File: config.mk
export PLATFORM = sky130hd
export DESIGN_NAME = i_cache_refill_unit
export DESIGN_NICKNAME = d
export VERILOG_FILES = /design/src/rtl/i_cache_refill_unit_pkg.sv /design/src/rtl/i_cache_refill_unit_miss_queue.sv /design/src/rtl/i_cache_refill_unit.sv
export SDC_FILE = /design/constraint.sdc
export NUM_CORES = 1
export LEC_CHECK = 0
export ABC_AREA = 1
export CAP_MARGIN = 20
export CORE_AREA = 2 2 165 167
export DETAILED_ROUTE_END_ITERATION = 16
export DIE_AREA = 0 0 167 169
export GPL_TIMING_DRIVEN = 0
export PLACE_DENSITY = 0.67
export SLEW_MARGIN = 10
export SYNTH_ARGS = -nofsm -noshare
export SYNTH_HDL_FRONTEND = slang
export SYNTH_HIERARCHICAL = 1
export SYNTH_SLANG_ARGS = --single-unit
File: constraint.sdc
create_clock -name clk_i -period 8.2 [get_ports clk_i]
set_clock_uncertainty 0.1 [all_clocks]
set_input_delay 1.23 -clock clk_i [delete_from_list [all_inputs] [get_ports clk_i]]
set_output_delay 1.23 -clock clk_i [all_outputs]
set_load 0.03 [all_outputs]
File: src/rtl/i_cache_refill_unit_pkg.sv
// i_cache_refill_unit_pkg: shared types, constants and line-address helper for the I-cache refill unit
package i_cache_refill_unit_pkg;
  localparam int ADDR_WIDTH = 32;
  localparam int LINE_SIZE_DEF = 2;
  localparam int LINE_OFFSET_BITS = $clog2(LINE_SIZE_DEF * 4);
  typedef enum logic [2:0] {IDLE, REQ, RESP, DONE, DRAIN} refill_state_t;
  function automatic logic [ADDR_WIDTH-1:0] line_base(input logic [ADDR_WIDTH-1:0] addr, input int off);
    return (addr >> off) << off;
  endfunction
endpackage

File: src/rtl/i_cache_refill_unit_miss_queue.sv
// i_cache_refill_unit_miss_queue: two-port miss arbitration, duplicate filtering and one-entry pending slot
module i_cache_refill_unit_miss_queue
  import i_cache_refill_unit_pkg::*;
#(
  parameter int OFF = LINE_OFFSET_BITS
) (
  input  logic                       clk_i,
  input  logic                       reset_i,
  input  logic [1:0]                 miss_i,
  input  logic [1:0][ADDR_WIDTH-1:0] miss_addr_i,
  input  logic                       flush_i,
  input  logic                       idle_i,
  input  logic [ADDR_WIDTH-1:0]      cur_base_i,
  output logic                       grant_o,
  output logic [ADDR_WIDTH-1:0]      grant_base_o
);
  logic pend_q, pend_d, consume, free, c0, c1;
  logic [ADDR_WIDTH-1:0] pbase_q, pbase_d, b0, b1, ab;
  always_comb begin
    b0 = line_base(miss_addr_i[0], OFF);
    b1 = line_base(miss_addr_i[1], OFF);
    consume = idle_i & pend_q;
    grant_o = idle_i & (pend_q | (|miss_i));
    grant_base_o = pend_q ? pbase_q : (miss_i[0] ? b0 : b1);
    // line that is (or is about to be) in service; misses to it are redundant
    ab = idle_i ? grant_base_o : cur_base_i;
    free = !pend_q | consume;
    c0 = miss_i[0] & (b0 != ab);
    c1 = miss_i[1] & (b1 != ab);
    pend_d = flush_i ? 1'b0 : (free & (c0 | c1)) | (pend_q & !consume);
    pbase_d = (free & (c0 | c1)) ? (c0 ? b0 : b1) : pbase_q;
  end
  always_ff @(posedge clk_i or posedge reset_i) begin
    if (reset_i) begin
      pend_q <= 1'b0;
      pbase_q <= '0;
    end else begin
      pend_q <= pend_d;
      pbase_q <= pbase_d;
    end
  end
endmodule

File: src/rtl/i_cache_refill_unit.sv
// i_cache_refill_unit: fetches missing I-cache lines word by word from memory and delivers them whole
module i_cache_refill_unit
  import i_cache_refill_unit_pkg::*;
#(
  parameter int LINE_SIZE = LINE_SIZE_DEF
) (
  input  logic                       clk_i,
  input  logic                       reset_i,
  input  logic [1:0]                 miss_i,
  input  logic [1:0][ADDR_WIDTH-1:0] miss_addr_i,
  input  logic                       ext_flush_i,
  output logic                       mem_req_valid_o,
  input  logic                       mem_req_ready_i,
  output logic [ADDR_WIDTH-1:0]      mem_req_addr_o,
  input  logic                       mem_resp_valid_i,
  input  logic [31:0]                mem_resp_data_i,
  output logic [ADDR_WIDTH-1:0]      fetch_addr_o,
  output logic                       fetch_addr_valid_o,
  output logic [32*LINE_SIZE-1:0]    fetched_data_o,
  output logic                       refill_busy_o
);
  localparam int OFF = $clog2(LINE_SIZE * 4);
  localparam int CW = LINE_SIZE > 1 ? $clog2(LINE_SIZE) : 1;
  refill_state_t state_q;
  logic [CW-1:0] cnt_q;
  logic [ADDR_WIDTH-1:0] base_q, grant_base;
  logic [32*LINE_SIZE-1:0] line_q, line_d, data_q;
  logic grant, last, outstanding;
  i_cache_refill_unit_miss_queue #(.OFF(OFF)) u_queue (
    .clk_i       (clk_i),
    .reset_i     (reset_i),
    .miss_i      (miss_i),
    .miss_addr_i (miss_addr_i),
    .flush_i     (ext_flush_i),
    .idle_i      (state_q == IDLE),
    .cur_base_i  (base_q),
    .grant_o     (grant),
    .grant_base_o(grant_base)
  );
  always_comb begin
    line_d = line_q;
    line_d[cnt_q*32 +: 32] = mem_resp_data_i;
    last = int'(cnt_q) == LINE_SIZE - 1;
    // a response arriving this cycle retires the outstanding request
    outstanding = ((state_q == RESP || state_q == DRAIN) && !mem_resp_valid_i) ||
                  (state_q == REQ && mem_req_ready_i);
  end
  assign mem_req_valid_o = state_q == REQ;
  assign mem_req_addr_o = mem_req_valid_o ? base_q + (ADDR_WIDTH'(cnt_q) << 2) : '0;
  assign fetch_addr_valid_o = state_q == DONE && !ext_flush_i;
  assign fetch_addr_o = fetch_addr_valid_o ? base_q : '0;
  assign fetched_data_o = data_q;
  assign refill_busy_o = state_q != IDLE;
  always_ff @(posedge clk_i or posedge reset_i) begin
    if (reset_i) begin
      state_q <= IDLE;
      cnt_q <= '0;
      base_q <= '0;
      line_q <= '0;
      data_q <= '0;
    end else if (ext_flush_i) begin
      state_q <= outstanding ? DRAIN : IDLE;
      cnt_q <= '0;
    end else begin
      case (state_q)
        IDLE: if (grant) begin
          state_q <= REQ;
          base_q <= grant_base;
          cnt_q <= '0;
        end
        REQ: if (mem_req_ready_i) state_q <= RESP;
        RESP: if (mem_resp_valid_i) begin
          line_q <= line_d;
          if (last) begin
            data_q <= line_d;
            cnt_q <= '0;
            state_q <= DONE;
          end else begin
            cnt_q <= cnt_q + 1'b1;
            state_q <= REQ;
          end
        end
        DONE: state_q <= IDLE;
        DRAIN: if (mem_resp_valid_i) state_q <= IDLE;
        default: state_q <= IDLE;
      endcase
    end
  end
endmodule
## After elaboration in Yosys (flattened, before gate mapping)

Index checks and enable logic that the tools add are counted.
Widths: inputs -> output; s select.

| cells by class | value |
|---|---|
| add/subtract/negate cells | 3 |
| equality and inequality tests | 10 |
| shift-type cells | 2 |
| mux-type cells | 21 |
| bitwise logic cells | 11 |
| reductions and logical operators | 18 |

Operators with widths:

| cell | count |
|---|---|
| $mux 32 | 6 |
| $bwmux 64 | 1 |
| $ne 32x32->1 | 2 |
| $shift 32x34->64 const A | 1 |
| $shiftx 32x34->64 | 1 |
| $neg 6->34 | 1 |
| $add 32x3->32 | 1 |
| $mux 3 | 6 |
| $pmux 3 s4 | 1 |
| $ne 3x3->1 const B | 3 |
| $reduce_and 3->1 | 3 |
| $reduce_and 4->1 | 2 |
| $and 1x1->1 | 6 |
| $eq 3x2->1 const B | 2 |
| $reduce_bool 3->1 | 2 |
| $mux 1 | 5 |
| $logic_not 1->1 | 4 |
| $or 1x1->1 | 4 |
| $eq 3x1->1 const B | 1 |
| $eq 3x3->1 const B | 1 |
| $logic_and 1x1->1 | 3 |
| $logic_not 3->1 | 1 |
| $ne 3x2->1 const B | 1 |
| $logic_or 1x1->1 | 2 |
| other kinds (5) | 5 |

| word-level totals | value |
|---|---|
| register bits after elaboration | 197 |
| input bits | 103 |
| logic and storage cells | 72 |

## Longest topological paths before layout

| depth | value |
|---|---|
| depth in word-level cells | 9 |
| mapped depth | 23 |

## Hierarchy

Netlist, hierarchy kept.

Modules (own cells, without submodules):

| module | times used | cells an instance | area each (µm²) | sequential area each (µm²) |
|---|---|---|---|---|
| i_cache_refill_unit | 1 | 795 | 6160.9 | 3303.2 |
| i_cache_refill_unit_miss_queue | 1 | 803 | 4299.1 | 750.7 |

## Worst setup path after synthesis

No wires, ideal clock.

| timing | value |
|---|---|
| path type | input -> output |
| start | input ext_flush_i |
| end | output fetch_addr_o[22] |
| arrival time | 2.092 ns |
| data required time | 6.870 ns |
| setup slack | 4.778 ns |
| cell stages on the path | 4 |
| buffers on the path | 1 |
| path through | nor2_1 nand3_1 clkbuf_1 nor2_1 |

| on the way | value |
|---|---|
| longest elaborated chain between the ends | 3 |

RTL lines:

| element | line | RTL |
|---|---|---|
| start, declared | i_cache_refill_unit.sv:11 | `input logic ext_flush_i,` |
| $logic_not 1->1 | i_cache_refill_unit.sv:50 | `assign fetch_addr_valid_o = state_q == DONE && !ext_flush_i;` |
| $logic_and 1x1->1 | i_cache_refill_unit.sv:50 |  |
| $mux 32 | i_cache_refill_unit.sv:51 | `assign fetch_addr_o = fetch_addr_valid_o ? base_q : '0;` |
| end, declared | i_cache_refill_unit.sv:17 | `output logic [ADDR_WIDTH-1:0] fetch_addr_o,` |

Every way passes these cells.

## Worst setup path after layout

| timing | value |
|---|---|
| start | input ext_flush_i |
| end | output fetch_addr_o[9] |

The elaborated chain is that of the path after synthesis.

==> reports/qor.yml <==
detailed_routing:
  ant_nets: 0
  drcViolationCount: 0
  drtPass1Iterations: 5
  wl_per_cell_um: 19.6
  vias_per_cell: 5.29
  drt-total-wl_um: 43100
  drtIter0Drc: 1186
  vias: 11600
final_layout:
  seq_area_mm2: 0.00405
  nNetsFinal: 1952
  drive_above_1_share_pct: 7.69
  antenna_cells: 0
  most-common-layout-cells: "nand2_1, clkdlybuf4s50_1, nand3_1, nor2_1, dfrtp_1"
  final_common_cell: "nand2_1"
  area_growth_pct: 32.1
  multi_input_area_mm2: 0.00542
  nFillCells: 2606
  stdcell_count: 2201
clocking:
  clock_latency_ns: 0.44
  cts.htree.levels: 4
  cts-resized-gates: 0
  postCtsSetupRepairBufs: 0
  clk_pin_slew_ns: 0.07
  cts_hold_buf: 0
  cts_buffer_depth: 2
  clock-root-buffer: "clkbuf_16"
  clkSinkCount: 162
  cts_tree: "yes"
  cts_buffers: 17
sta:
  period_share_pct: 60.9
  rsz0062_at_grt: "false"
  finalHoldViolations: 0
  slew_headroom_pct: 50.5
  holdWs_ns: 0.380
  worst_slew_pin_slew_ns: 0.742
  finalCriticalPeriod_ns: 4.99
  setup_tns_ns: 0
  finalSetupViolCount: 0
  drv_slew: 0
  fmax_mhz: 200
logic_synthesis:
  ys_ff_latch: 162
  syn-instance-count: 1598
  ys_warn_count: 6
  synth_cell_type_count: 36
  synth_area_leaders: "dfrtp_1, nand2_1, nand3_1, nor2_1, inv_1"
  yosysTopAreaCellShare_pct: 38.8
  avgSynthCellArea_um2: 6.55
  synth_area_mm2: 0.0105
  ys_seq_area_share_pct: 38.8
  synth_top_area_cell: "dfrtp_1"
setup_path:
  crit_fanout: 10
  path_delay_family: "buffers and inverters"
  endpoint_kind: "output pin"
  worst-path-buf-inv: 3
  slowest_delay_ns: 0.71
  worstSetupPathType: "primary input to output pin"
  critPathSlowestCell: "clkdlybuf4s50_1"
  required_ns: 6.87
  path_cells: "clkdlybuf4s50_1 > nor2_1 > nand3_1 > clkbuf_1 > nor2_1 > clkdlybuf4s50_1"
  cp-start-kind: "primary input"
  worstPathArrival_ns: 3.66
power:
  leakagePower_nw: 7.00
  powerDensity_mw_per_mm2: 319
  power.total_mw: 4.41
  peakVddDrop_v: 0.000219
grt:
  grt_pass1_vias: 11300
  grt_pass1_wl_um: 65600
  grt_max_degree: 77
  grt-ovfl-total: 0
  antenna_found_initial: 0
  grt_usage_pct: 30.4
status:
  run_status: "completed"
die:
  num_rows: 60
  core_area_mm2: 0.0265
  fp.dieW_um: 167
  dieArea_mm2: 0.0282
  start_util_pct: 39.5
  io_pins: 234
  die_h_um: 169
placed_design:
  dp_hpwl_um: 33500
  gp_congestion: 0.971
  dp_cells: 2169
  portBuffers: 226
hold_path:
  hold_path_class: "flop to flop"
run:
  cap_violations: 0
## layer usage
metal	track usage [%]	vias to the layer above	share of wire, %
li1	-	5544	-
met1	38.7	5455	41
met2	50.3	539	46
met3	5.66	96	7.7
met4	13.7	0	4.5
met5	0	-	0
## flip-flops by register name, summed over array words and instances (netlist names)
register	cells
u_queue/pbase_q	29
base_q	32
fetched_data_o	64
line_q	32
cnt_q	1
u_queue/pend_q	1
state_q	3
## logic make-up (layout without fill, tap and decap cells)
group | Yosys count | in the layout | synth area share, %
AOI/OAI and AO/OA | 141 | 141 | 6.88
xor gates and xnor gates | 2 | 2 | 0.167
adders and majority gates | 2 | 2 | 0.239
buffers and inverters | 214 | 474 | 9.50
DFF | 162 | 162 | 38.8
other | 1 | 3 | 0.0359
and+or+nand+nor | 1076 | 1076 | 44.4
## cell usage after synthesis
library cell    n
nand2_1       592
nand3_1       200
nor2_1        172
dfrtp_1       162
inv_1         127
a21oi_1        61
o21ai_0        52
nand3b_1       36
buf_2          30
or2_2          27
o21ai_1        21
buf_4          16
clkbuf_1       15
buf_6          12
or2_1          12
nand4_1        11
inv_2           7
buf_1           6
nand2_2         5
and2_1          4
nor2_2          4
nor3_1          4
a31oi_1         3
nor2_4          3
or2_0           3
ha_1            2
xnor2_1         2
a211oi_1        1
conb_1          1
inv_4           1
nand3_2         1
nand4_4         1
nor3_2          1
o21a_1          1
o21bai_1        1
o31ai_1         1
## worst paths after layout
path	start	endpoint	slack, ns	cells past startpoint
min	fetched_data_o[61]	fetched_data_o[61]	0.38	2
min reg2reg	fetched_data_o[61]	fetched_data_o[61]	0.38	2
max in group asynchronous	reset_i	base_q[22]	6.07	3
max reg2reg	state_q[2]	u_queue/pend_q	4.36	18
max	ext_flush_i	fetch_addr_o[9]	3.21	6
min in group asynchronous	reset_i	line_q[24]	1.14	2
## where the power goes
| group | leakage [nW] | switching (mW) | internal, mW |
|---|---|---|---|
| clock | 0.285 | 0.423 | 0.414 |
| combinational | 4.70 | 1.53 | 0.770 |
| sequential | 2.01 | 0.238 | 1.04 |
| total | 7.00 | 2.19 | 2.22 |
## area by class of cell
type	count	share of cell area [%]
clock inverter	15	1.26
multi-input combinational	1224	39.2
buffer	79	3.50
timing repair buffer	228	16.8
sequential	162	29.3
inverter	135	3.72
tap	341	3.09
clock buffer	17	3.08
## through the flow
stage                     cell area [µm²]  worst slack, ns  utilization, %
after detailed placement            13200             3.22            49.9
after global routing                13800             3.06            52.1
after global placement              13200             1.39            49.6
final                               13800             3.21            52.1
after floorplan                     10500             3.34               -
after CTS                           13800             3.22            52.1
## worst register-to-register path: cells and delay by family (launching register included)
family | cells | cell delay [ns]
flops | 1 | 0.37
simple gates | 11 | 1.64
compound gates | 1 | 0.23
buf+inv | 6 | 1.40
No activity file was read; power rests on OpenSTA's default activity.
